[src/rtl/frame_sequencer.sv]
// Top-level game control FSM: sequences init, idle, move, collide and draw phases
// off the datapath's done handshakes, with per-state watchdog and frame counter.
module frame_sequencer #(
    parameter int          INIT_CYCLES    = 4,
    parameter logic [23:0] TIMEOUT_CYCLES = 24'd200000
) (
    input  logic        clock,
    input  logic        reset,
    input  logic        pause,
    input  logic        idle_done,
    input  logic        gen_move_done,
    input  logic        check_collide_done,
    input  logic        draw_map_done,
    input  logic        draw_link_done,
    input  logic        draw_enemies_done,
    output logic        init,
    output logic        idle,
    output logic        gen_move,
    output logic        check_collide,
    output logic        apply_act_link,
    output logic        move_enemies,
    output logic        draw_map,
    output logic        draw_link,
    output logic        draw_enemies,
    output logic [3:0]  state,
    output logic [15:0] frame_count,
    output logic        timeout_error,
    output logic [3:0]  timeout_state
);

    typedef enum logic [3:0] {
        S_INIT          = 4'd0,
        S_IDLE          = 4'd1,
        S_GEN_MOVE      = 4'd2,
        S_CHECK_COLLIDE = 4'd3,
        S_APPLY_LINK    = 4'd4,
        S_MOVE_ENEMIES  = 4'd5,
        S_DRAW_MAP      = 4'd6,
        S_DRAW_LINK     = 4'd7,
        S_DRAW_ENEMIES  = 4'd8
    } state_t;

    localparam int                INIT_W    = (INIT_CYCLES > 1) ? $clog2(INIT_CYCLES) : 1;
    localparam logic [INIT_W-1:0] INIT_LAST = INIT_W'(INIT_CYCLES - 1);
    localparam logic [23:0]       WAIT_LAST = TIMEOUT_CYCLES - 24'd1;

    state_t            state_q, state_d;
    logic [INIT_W-1:0] init_cnt_q, init_cnt_d;
    logic [23:0]       wait_cnt_q, wait_cnt_d;
    logic [15:0]       frame_count_q, frame_count_d;
    logic              timeout_error_q, timeout_error_d;
    logic [3:0]        timeout_state_q, timeout_state_d;

    logic   handshake;
    logic   done_sel;
    logic   done_valid;
    logic   wd_fire;
    state_t hs_next;

    // State register
    always_ff @(posedge clock or negedge reset) begin
        if (!reset) begin
            state_q <= S_INIT;
        end else begin
            state_q <= state_d;
        end
    end

    // Next-state logic. wait_cnt_q is zero only on the entry cycle of a handshake
    // state, which is how a stale done left over from the previous frame is ignored.
    always_comb begin
        state_d   = state_q;
        handshake = 1'b0;
        done_sel  = 1'b0;
        hs_next   = S_INIT;
        case (state_q)
            S_INIT:          if (init_cnt_q == INIT_LAST) state_d = S_DRAW_MAP;
            S_IDLE:          if (idle_done && !pause) state_d = S_GEN_MOVE;
            S_GEN_MOVE:      begin handshake = 1'b1; done_sel = gen_move_done;      hs_next = S_CHECK_COLLIDE; end
            S_CHECK_COLLIDE: begin handshake = 1'b1; done_sel = check_collide_done; hs_next = S_APPLY_LINK;    end
            S_APPLY_LINK:    state_d = S_MOVE_ENEMIES;
            S_MOVE_ENEMIES:  state_d = S_DRAW_MAP;
            S_DRAW_MAP:      begin handshake = 1'b1; done_sel = draw_map_done;      hs_next = S_DRAW_LINK;     end
            S_DRAW_LINK:     begin handshake = 1'b1; done_sel = draw_link_done;     hs_next = S_DRAW_ENEMIES;  end
            S_DRAW_ENEMIES:  begin handshake = 1'b1; done_sel = draw_enemies_done;  hs_next = S_IDLE;          end
            default:         state_d = S_INIT;
        endcase
        done_valid = handshake && done_sel && (wait_cnt_q != 24'd0);
        wd_fire    = handshake && !done_valid && (wait_cnt_q == WAIT_LAST);
        if (done_valid || wd_fire) state_d = hs_next;
    end

    // Output decode (Moore): illegal codes drive no strobe
    always_comb begin
        init           = 1'b0;
        idle           = 1'b0;
        gen_move       = 1'b0;
        check_collide  = 1'b0;
        apply_act_link = 1'b0;
        move_enemies   = 1'b0;
        draw_map       = 1'b0;
        draw_link      = 1'b0;
        draw_enemies   = 1'b0;
        case (state_q)
            S_INIT:          init           = 1'b1;
            S_IDLE:          idle           = 1'b1;
            S_GEN_MOVE:      gen_move       = 1'b1;
            S_CHECK_COLLIDE: check_collide  = 1'b1;
            S_APPLY_LINK:    apply_act_link = 1'b1;
            S_MOVE_ENEMIES:  move_enemies   = 1'b1;
            S_DRAW_MAP:      draw_map       = 1'b1;
            S_DRAW_LINK:     draw_link      = 1'b1;
            S_DRAW_ENEMIES:  draw_enemies   = 1'b1;
            default:         ;
        endcase
    end

    always_comb begin
        init_cnt_d      = (state_q == S_INIT && state_d == S_INIT) ? init_cnt_q + 1'b1 : '0;
        wait_cnt_d      = (handshake && state_d == state_q) ? wait_cnt_q + 24'd1 : 24'd0;
        frame_count_d   = frame_count_q;
        timeout_error_d = timeout_error_q;
        timeout_state_d = timeout_state_q;
        if (state_q == S_DRAW_ENEMIES && state_d == S_IDLE) frame_count_d = frame_count_q + 16'd1;
        // Only the first timeout's state is kept; later ones just keep the flag set.
        if (wd_fire) begin
            timeout_error_d = 1'b1;
            if (!timeout_error_q) timeout_state_d = state_q;
        end
    end

    always_ff @(posedge clock or negedge reset) begin
        if (!reset) begin
            init_cnt_q      <= '0;
            wait_cnt_q      <= 24'd0;
            frame_count_q   <= 16'd0;
            timeout_error_q <= 1'b0;
            timeout_state_q <= 4'd0;
        end else begin
            init_cnt_q      <= init_cnt_d;
            wait_cnt_q      <= wait_cnt_d;
            frame_count_q   <= frame_count_d;
            timeout_error_q <= timeout_error_d;
            timeout_state_q <= timeout_state_d;
        end
    end

    assign state         = state_q;
    assign frame_count   = frame_count_q;
    assign timeout_error = timeout_error_q;
    assign timeout_state = timeout_state_q;

endmodule

[config.mk]
export PLATFORM = sky130hd
export DESIGN_NAME = frame_sequencer
export DESIGN_NICKNAME = d
export VERILOG_FILES = /design/src/rtl/frame_sequencer.sv
export SDC_FILE = /design/constraint.sdc
export NUM_CORES = 1
export LEC_CHECK = 0
export ABC_AREA = 0
export CAP_MARGIN = 0
export CORE_MARGIN = 2
export CORE_UTILIZATION = 35
export DETAILED_ROUTE_END_ITERATION = 10
export PLACE_DENSITY_LB_ADDON = 0.12
export SYNTH_ARGS = -nofsm -noshare
export SYNTH_HDL_FRONTEND = slang
export SYNTH_SLANG_ARGS = --single-unit
[constraint.sdc]
create_clock -name clock -period 3.9 [get_ports clock]
set_input_delay 0.585 -clock clock [delete_from_list [all_inputs] [get_ports clock]]
set_output_delay 0.585 -clock clock [all_outputs]
set_load 0.05 [all_outputs]
Word-level counts from Yosys, hierarchy flattened
Cells that the tools add are included.

Register bits: 51. Bits of input ports: 9. Output and inout bits: 34. Word-level logic and storage cells: 56.

Add/sub/neg operators: 3. Eq/ne operators: 12. Muxes and demuxes: 18. Bitwise logic cells: 1. Reduce and logical (&&, ||, !) cells: 16.

Operator list (number): $pmux W4 S5 (2); $add A24 B1 Y24 const B (1); $eq A24 B18 Y1 const B (1); $mux W24 (1); $reduce_bool A24 Y1 (1); $add A16 B1 Y16 const B (1); $eq A4 B3 Y1 const B (4); $mux W4 (3); $mux W1 (10); $eq A4 B1 Y1 const B (2); $eq A4 B2 Y1 const B (2); $logic_and A1 B1 Y1 (8); $logic_not A4 Y1 (2); $pmux W1 S5 (1); $reduce_or A5 Y1 (1); $eq A4 B4 Y1 (1); $eq A4 B4 Y1 const B (1); $add A2 B1 Y2 const B (1); $eq A2 B2 Y1 const B (1); $logic_not A1 Y1 (2); $mux W2 (1); $reduce_and A2 Y1 (1); $logic_or A1 B1 Y1 (1); $not A1 Y1 (1).

Depth between registers and ports, before layout
Gate-level depths: netlist of run 1.

Depth after elaboration: 13. Gate-level depth with buffers: 9. Mapped depth without buffers: 8.

Worst setup path before layout of run 1
OpenSTA, ideal clock, no wires.

Kind: register to register. Start point: register state_q[1] (netlist: state[1]). End point: register timeout_state_q[0] (netlist: timeout_state[0]). Library setup time: 0.125 ns. Arrival time: 3.024 ns. Data required time: 3.775 ns. Setup slack: 0.751 ns. Stages on the path, launching flop included: 7. Path buffers: 1. Clock period less this slack: 3.149 ns. Cell sequence: dfrtp_1 > nor4b_2 > a21oi_1 > or3_1 > or2_1 > buf_6 > mux2_4.

Cells in the longest elaborated chain, start to end: 9. Elaborated cells on any way between the ends: 14. Those cells by class: eq/ne: 5; mux: 2; reduce/logical: 7.

RTL lines: start: declaration (line 47) `state_t state_q, state_d;`; start signal: assignment (line 65) `state_q <= state_d;`; $eq A4 B4 Y1, or another cell as far along (line 76) `case (state_q)`; $reduce_or A5 Y1 (no line); $mux W1 (line 76); $logic_and A1 B1 Y1 (2 in a row) (line 88) `done_valid = handshake && done_sel && (wait_cnt_q != 24'd0);`; $logic_not A1 Y1 (line 89) `wd_fire = handshake && !done_valid && (wait_cnt_q == WAIT_LAST);`; $logic_and A1 B1 Y1 (*) (2 in a row) (line 89); $reduce_and A2 Y1 (no line) (*); end signal: assignment (line 144) `timeout_state_q <= timeout_state_d;`; end: declaration (line 52) `logic [3:0] timeout_state_q, timeout_state_d;`.

Mark *: on every way between the ends. The rest lies on a longest branch, timed or not. A chain may end at the register's enable or synchronous reset.

Worst setup path after layout of run 1
Start point: register state_q[1] (netlist: state[1]). End point: output port draw_enemies.

Cells in the longest elaborated chain, start to end: 2.

RTL lines: $eq A4 B4 Y1 (line 104) `case (state_q)`; $mux W1 (line 104); end: declaration (line 24) `output logic draw_enemies,`.

No other way between the ends.

==> impl_metrics.csv, run 1 <==
group,metric,value,unit
finish,flow.area_growth_from_synthesis,23.22,%
timing,fin_skew,0.006378,ns
yosys,synth_cells,264,
global_routing,grt_antenna_before_repair,0,
routing,avgRoutedWirePerCell,13.28,um
worst_setup_path,worst_ep_arrival_time,2.45,ns
place,inst_count_dp,398,
timing,achievable-frequency,329.9,MHz
clock_tree,ctsHtreeMaxLevel,2,
worst_setup_path,worst_setup_path_startpoint,"state[1]$_DFF_PN0_",
timing,slew-limit-headroom,0.4598,
worst_setup_path,timing.rr.end,"state[2]$_DFF_PN0_",
global_routing,grt.met1_usage,0.1995,
worst_setup_path,critPathRequiredTime,3.31,ns
yosys,yosysWarnings,0,
yosys,post-synth-top-area-fraction,0.4944,
finish,final_area,0.003181,mm2
worst_setup_path,critical_path.max_stage_delay,0.92,ns
die,die_y,89.88,um
global_routing,grt_first_pass_wirelength,9584,um
global_routing,grt_use_met3,0.02934,
worst_setup_path,path_buf_inv,1,
clock_tree,numClockSinks,51,
worst_setup_path,worst_path_max_delay_cell,"sky130_fd_sc_hd__clkdlybuf4s50_1",
global_routing,remaining_global_route_overflow,0,
die,die-area,0.008078,mm2
yosys,synth_cell_type_count,42,
timing,fin_crit_sh,0.7774,
power_and_ir_drop,p_per_area,566.2,mW/mm2
finish,layout.cells.non_filler,406,
finish,antennaDiodeCount,0,
place,placed_area,0.003092,mm2
clock_tree,number_of_setup_buffers_added_after_cts,0,
yosys,asr_flop_ratio_synth,1.000,
finish,final_layout_size_suffix_gt1_frac,0.06515,
worst_setup_path,critPathTopFamily,"buffers and inverters",
routing,totalWireLength,5392,um
hold_path,hold_class,"input port to async pin",
yosys,netlist_top_cells_count,"sky130_fd_sc_hd__dfrtp_1, sky130_fd_sc_hd__nor2_1, sky130_fd_sc_hd__nand2_1, sky130_fd_sc_hd__xnor2_1, sky130_fd_sc_hd__xor2_1",
worst_setup_path,worst_r2r_path_depth,6,
timing,fin_setup_tns,0,ns
worst_setup_path,worst-setup-path-type,"register to primary output",
yosys,synth.ff_latch_count,51,
power_and_ir_drop,power_leakage,0.001285,uW
die,io_pins,43,
worst_setup_path,crit_chain,"nor4b_2 > clkdlybuf4s50_1",
routing,initialDrtViolationCount,98,
yosys,mappedNetlistArea,0.002581,mm2
routing,detail_route.vias_per_cell,4.833,
timing,rsz0062_at_grt,"no",
worst_setup_path,worst_setup_slack_for_register_to_register_paths,1.31,ns
global_routing,globalRouteMet2Util,0.2260,
yosys,syn_avg_cell_area,9.777,um2
routing,postRouteAntennaNets,0,
die,dieWidth,89.88,um
die,placement_rows,31,
clock_tree,hold_buffers,0,
job,cap_violations,0,
yosys,post-synth-top-count-cell,"sky130_fd_sc_hd__dfrtp_1",
timing,timing_hold_violations_final,0,
place,gpl.final_weighted_congestion,0.7156,
yosys,edff_count_synth,0,
place,dpl_ws,1.195,ns
yosys,postSynth.topFlopCell,"sky130_fd_sc_hd__dfrtp_1",
worst_setup_path,crit_path_start_kind,"register",
yosys,synthDominantAreaCellType,"sky130_fd_sc_hd__dfrtp_1",
clock_tree,cts_tree,"yes",
routing,drcViolationCount,0,
clock_tree,tritoncts.num_buffers,5,
clock_tree,clkTransAtPathRegs,0.09,ns
clock_tree,clock-root-buffer,"sky130_fd_sc_hd__clkbuf_8",
die,floorplan.core_area,0.007214,mm2
global_routing,first_global_vias,1926,
timing,finalWorstSetupSlack,0.8683,ns
global_routing,grt_util_all_layers,0.1424,
clock_tree,clock_path_buffers,2,
place,hpwl,3908,um
worst_setup_path,r2r-start,"state[1]$_DFF_PN0_",
timing,finalSetupViolations,0,
finish,layout.nets,319,
worst_setup_path,cp-end-kind,"primary output",
global_routing,global_route_layer_with_the_greatest_usage,"met2",
yosys,ys_top_cells_by_area,"sky130_fd_sc_hd__dfrtp_1, sky130_fd_sc_hd__xnor2_1, sky130_fd_sc_hd__xor2_1",
routing,drtPass1Iterations,4,
timing,timing.final.max_slew_violations,0,
finish,post_route_core_utilization,0.4409,
routing,vias,1962,
die,initial_core_util,0.3578,
clock_tree,worstSkewPairLatency,0.30,ns
clock_tree,postCtsResizedCells,0,
timing,final_period_minus_worst_setup_slack,3.032,ns
global_routing,largest_net_degree_at_the_start_of_global_routing,31,
worst_setup_path,cp_max_fanout,16,
power_and_ir_drop,peakVddDrop,0.2161,mV
worst_setup_path,crit_path_end,"draw_enemies",
place,buffer_ports.inserted,42,
yosys,synth_sequential_area_ratio,0.4944,
worst_setup_path,critical_path_cell_count,2,
yosys,syn_nets,277,
timing,worst-slew-pin-transition,0.8049,ns
status,run_status,"completed",
layout make-up:
class                           instances  area, um2
Fill cell                             719       4034
Sequential cell                        51       1276
Multi-Input combinational cell        196       1231
Timing Repair Buffer                   44      430.4
Tap cell                               99      123.9
Clock buffer                            5      68.82
Inverter                                8      30.03
Clock inverter                          3      20.02
metrics by stage:
stage / total power (uW) / hold slack (ns)
6_report: 1801 / 0.3068
5_1_grt: 1917 / 0.3640
4_1_cts: 1827 / 0.3331
3_5_place_dp: 1518 / 0.4661
3_3_place_gp: 1512 / 0.4618
2_1_floorplan: 1254 / 0.2894
registers in the layout (all words and copies together), names as in the netlist:
register,count
timeout_state,4
init_cnt_q,2
timeout_error,1
wait_cnt_q,24
state,4
frame_count,16
per-layer routing:
| layer | wire, um | share of wire | vias up |
|---|---|---|---|
| met5 | 0 | 0 | - |
| met4 | 51 | 0.0095 | 0 |
| met3 | 175 | 0.032 | 5 |
| met2 | 2462 | 0.46 | 27 |
| met1 | 2703 | 0.50 | 942 |
| li1 | - | - | 988 |
how the worst min path moves through the flow:
| stage | start | endpoint | slack (ns) | depth (start not counted) |
|---|---|---|---|---|
| 3_5_place_dp | frame_count[15]$_DFFE_PN0P_ | frame_count[15]$_DFFE_PN0P_ | 0.47 | 1 |
| 5_1_grt | reset | frame_count[10]$_DFFE_PN0P_ | 0.36 | 1 |
| 3_3_place_gp | frame_count[15]$_DFFE_PN0P_ | frame_count[15]$_DFFE_PN0P_ | 0.46 | 1 |
| 4_1_cts | reset | frame_count[1]$_DFFE_PN0P_ | 0.33 | 1 |
| 6_report | reset | timeout_state[0]$_DFFE_PN0P_ | 0.31 | 1 |
| 2_1_floorplan | reset | frame_count[0]$_DFFE_PN0P_ | 0.29 | 0 |
cell usage in the layout (no fill, tap or decap), drive strengths merged, types with 2 or more instances in the layout:
cell / count
clkbuf: 5
mux2: 5
inv: 8
nor2b: 2
a21oi: 6
buf: 3
nand4: 9
nor4: 6
dfrtp: 51
nor2: 39
or3: 7
and3: 3
nand2: 22
ha: 4
xor2: 17
o21ai: 6
nor3: 16
xnor2: 17
clkinvlp: 2
clkdlybuf4s50: 41
nand3: 15
mux2i: 2
nand2b: 3
nor4b: 3
cell families (layout without fill, tap and decap cells):
kind of cell | after synthesis | in the layout | share of synthesized area
AND/OR/NAND/NOR | 132 | 132 | 0.2618
flip-flops | 51 | 51 | 0.4944
XOR/XNOR | 34 | 34 | 0.1154
AO/OA/AOI/OAI | 19 | 19 | 0.04508
buffers and inverters | 17 | 60 | 0.02860
multiplexers | 7 | 7 | 0.03539
adder cells (fa/ha/maj) | 4 | 4 | 0.01939
report_power, final:
group	leakage (uW)	switching, uW	total, uW	internal (uW)
Clock	0.0000402	178	303	125
Combinational	0.000576	526	791	265
Sequential	0.000669	122	707	586
Total	0.00128	825	1800	976
(Power assumes the default switching activity.)
==> run 2: changes to the inputs <==
==> constraint.sdc (replaced) <==
create_clock -name clock -period 2.5 [get_ports clock]
set_input_delay 0.375 -clock clock [delete_from_list [all_inputs] [get_ports clock]]
set_output_delay 0.375 -clock clock [all_outputs]
set_load 0.05 [all_outputs]
==> run 2 against run 1 <==
Net effect:
- critical path depth grew 4
- hold slack lost 0.13 ns
- clock skew grew 0.0056 ns
- largest cell class unchanged
- largest power group unchanged
- highest routed layer unchanged
==> impl_metrics.csv, run 2 (synthesized netlist as in run 1, its figures left out) <==
group,metric,value,unit
status,run_status,"completed",
clock_tree,worstSkewPairLatency,0.30,ns
finish,regMostFlops,"wait_cnt_q",
die,placement_rows,31,
timing,finalSetupViolations,0,
finish,final_common_cell,"sky130_fd_sc_hd__dfrtp_1",
die,io_pins,43,
timing,fin_skew,0.01202,ns
die,dieWidth,89.88,um
global_routing,grt_antenna_before_repair,0,
job,cap_violations,0,
timing,timing_hold_violations_final,0,
finish,final_layout_size_suffix_gt1_frac,0.1478,
routing,initialDrtViolationCount,46,
worst_setup_path,worst_setup_slack_for_register_to_register_paths,0.11,ns
die,floorplan.core_area,0.007214,mm2
finish,flow.area_growth_from_synthesis,28.84,%
worst_setup_path,crit_path_start_kind,"register",
timing,timing.final.max_slew_violations,0,
place,gpl.final_weighted_congestion,0.7475,
place,buffer_ports.inserted,42,
timing,fin_setup_tns,0,ns
clock_tree,hold_buffers,0,
timing,slew-limit-headroom,0.5651,
worst_setup_path,worst_r2r_path_depth,6,
timing,rsz0062_at_grt,"no",
worst_setup_path,timing.rr.end,"timeout_state[0]$_DFFE_PN0P_",
die,initial_core_util,0.3578,
global_routing,first_global_vias,2017,
timing,final_period_minus_worst_setup_slack,2.391,ns
global_routing,remaining_global_route_overflow,0,
clock_tree,clock-root-buffer,"sky130_fd_sc_hd__clkbuf_8",
finish,antennaDiodeCount,0,
routing,avgRoutedWirePerCell,13.46,um
place,dpl_ws,0.04574,ns
place,hpwl,4004,um
power_and_ir_drop,peakVddDrop,0.3742,mV
routing,vias,2018,
clock_tree,ctsHtreeMaxLevel,2,
finish,layout.area.seq,0.001284,mm2
routing,totalWireLength,5613,um
worst_setup_path,critPathRequiredTime,2.69,ns
routing,detail_route.vias_per_cell,4.839,
hold_path,hold_class,"input port to async pin",
worst_setup_path,worst-setup-path-type,"register to register",
routing,postRouteAntennaNets,0,
power_and_ir_drop,power_leakage,0.001385,uW
power_and_ir_drop,p_per_area,894.9,mW/mm2
die,die-area,0.008078,mm2
timing,fin_crit_sh,0.9564,
clock_tree,numClockSinks,51,
finish,filler_cell_count,710,
clock_tree,tritoncts.num_buffers,5,
global_routing,largest_net_degree_at_the_start_of_global_routing,52,
die,die_y,89.88,um
timing,worst-slew-pin-transition,0.6523,ns
clock_tree,clkTransAtPathRegs,0.10,ns
timing,finalWorstSetupSlack,0.1091,ns
finish,layout_common_cells,"sky130_fd_sc_hd__dfrtp_1, sky130_fd_sc_hd__nor2_1, sky130_fd_sc_hd__clkdlybuf4s50_1, sky130_fd_sc_hd__nand2_1",
timing,achievable-frequency,418.3,MHz
worst_setup_path,worst_ep_arrival_time,2.58,ns
finish,layout.nets,330,
clock_tree,cts_tree,"yes",
finish,largest_reg_flops,24,
global_routing,grt_util_all_layers,0.1462,
worst_setup_path,r2r-start,"wait_cnt_q[7]$_DFF_PN0_",
worst_setup_path,cp_max_fanout,4,
finish,multi_input_comb_area,0.001274,mm2
worst_setup_path,cp-end-kind,"register",
routing,drtPass1Iterations,4,
routing,drcViolationCount,0,
clock_tree,clock_path_buffers,2,
global_routing,grt_first_pass_wirelength,9777,um
[run 2: changes by cell type in the layout (fill, tap and decap cells not counted), sizes merged]
cell and delta:
clkbuf +1, dlymetal6s2s +1, clkdlybuf4s50 -6, buf +16
clkinvlp -1
[run 2: final cells by class]
class                           instances  area share
Timing Repair Buffer                   55      0.1550
Tap cell                               99     0.03725
Clock buffer                            6     0.02483
Inverter                                8    0.009029
Multi-Input combinational cell        196      0.3830
Clock inverter                          2    0.004891
Sequential cell                        51      0.3860
[run 2: repair_timing]
action | CTS | global route
setup endpoints to repair | 0 | 7
buffers inserted | 0 | 1
resized for setup | 0 | 5
hold endpoints to repair | 0 | 0
[run 2: per-layer routing]
| metal | up-vias | global-route usage | routed length, um |
|---|---|---|---|
| met1 | 969 | 0.2008 | 2608 |
| met2 | 32 | 0.2424 | 2785 |
| li1 | 1015 | - | - |
| met4 | 0 | 0.02692 | 18 |
| met5 | - | 0 | 0 |
| met3 | 2 | 0.03101 | 200 |
[run 2: through the flow]
| step | hold slack [ns] | cell area, um2 | std cells | power (uW) | util |
|---|---|---|---|---|---|
| after floorplan | 0.07941 | 2618 | 264 | 1988 | - |
| after global placement | 0.4593 | 3203 | 408 | 2499 | 0.4440 |
| after detailed placement | 0.4877 | 3203 | 408 | 2502 | 0.4440 |
| after CTS | 0.2032 | 3302 | 416 | 3026 | 0.4577 |
| after global routing | 0.2366 | 3326 | 417 | 3176 | 0.4610 |
| final | 0.1753 | 3326 | 417 | 2976 | 0.4610 |
[run 2: worst max path at each step]
stage	from	end	cells after the start	slack (ns)
floorplan	state[1]$_DFF_PN0_	timeout_state[0]$_DFFE_PN0P_	6	0.007
global placement	draw_link_done	timeout_state[3]$_DFFE_PN0P_	7	0.08
detailed placement	wait_cnt_q[7]$_DFF_PN0_	timeout_state[3]$_DFFE_PN0P_	6	0.05
CTS	wait_cnt_q[7]$_DFF_PN0_	timeout_state[0]$_DFFE_PN0P_	6	0.02
global route	wait_cnt_q[7]$_DFF_PN0_	timeout_state[0]$_DFFE_PN0P_	6	0.02
finish	wait_cnt_q[7]$_DFF_PN0_	timeout_state[0]$_DFFE_PN0P_	6	0.11
[run 2: worst max-delay path: stages, from the launching register on]
cell and delay [ns]:
sky130_fd_sc_hd__dfrtp_2 0.45, sky130_fd_sc_hd__nor4_4 0.29, sky130_fd_sc_hd__nand4_1 0.14, sky130_fd_sc_hd__or3_4 0.43
sky130_fd_sc_hd__or3_1 0.38, sky130_fd_sc_hd__or2_4 0.28, sky130_fd_sc_hd__mux2_4 0.30
[run 2: power breakdown]
part	switching [uW]	internal, uW
sequential	150	920
clock	281	227
combinational	902	496
total	1330	1640
==> run 3: changes to the inputs <==
--- a/config.mk
+++ b/config.mk
@@ -6,7 +6,7 @@
 export NUM_CORES = 1
 export LEC_CHECK = 0
 export ABC_AREA = 0
-export CAP_MARGIN = 0
+export CAP_MARGIN = 20
 export CORE_MARGIN = 2
 export CORE_UTILIZATION = 35
 export DETAILED_ROUTE_END_ITERATION = 10
==> results of run 3 <==
The final DEF is identical to that of run 2; final timing and power are the same.
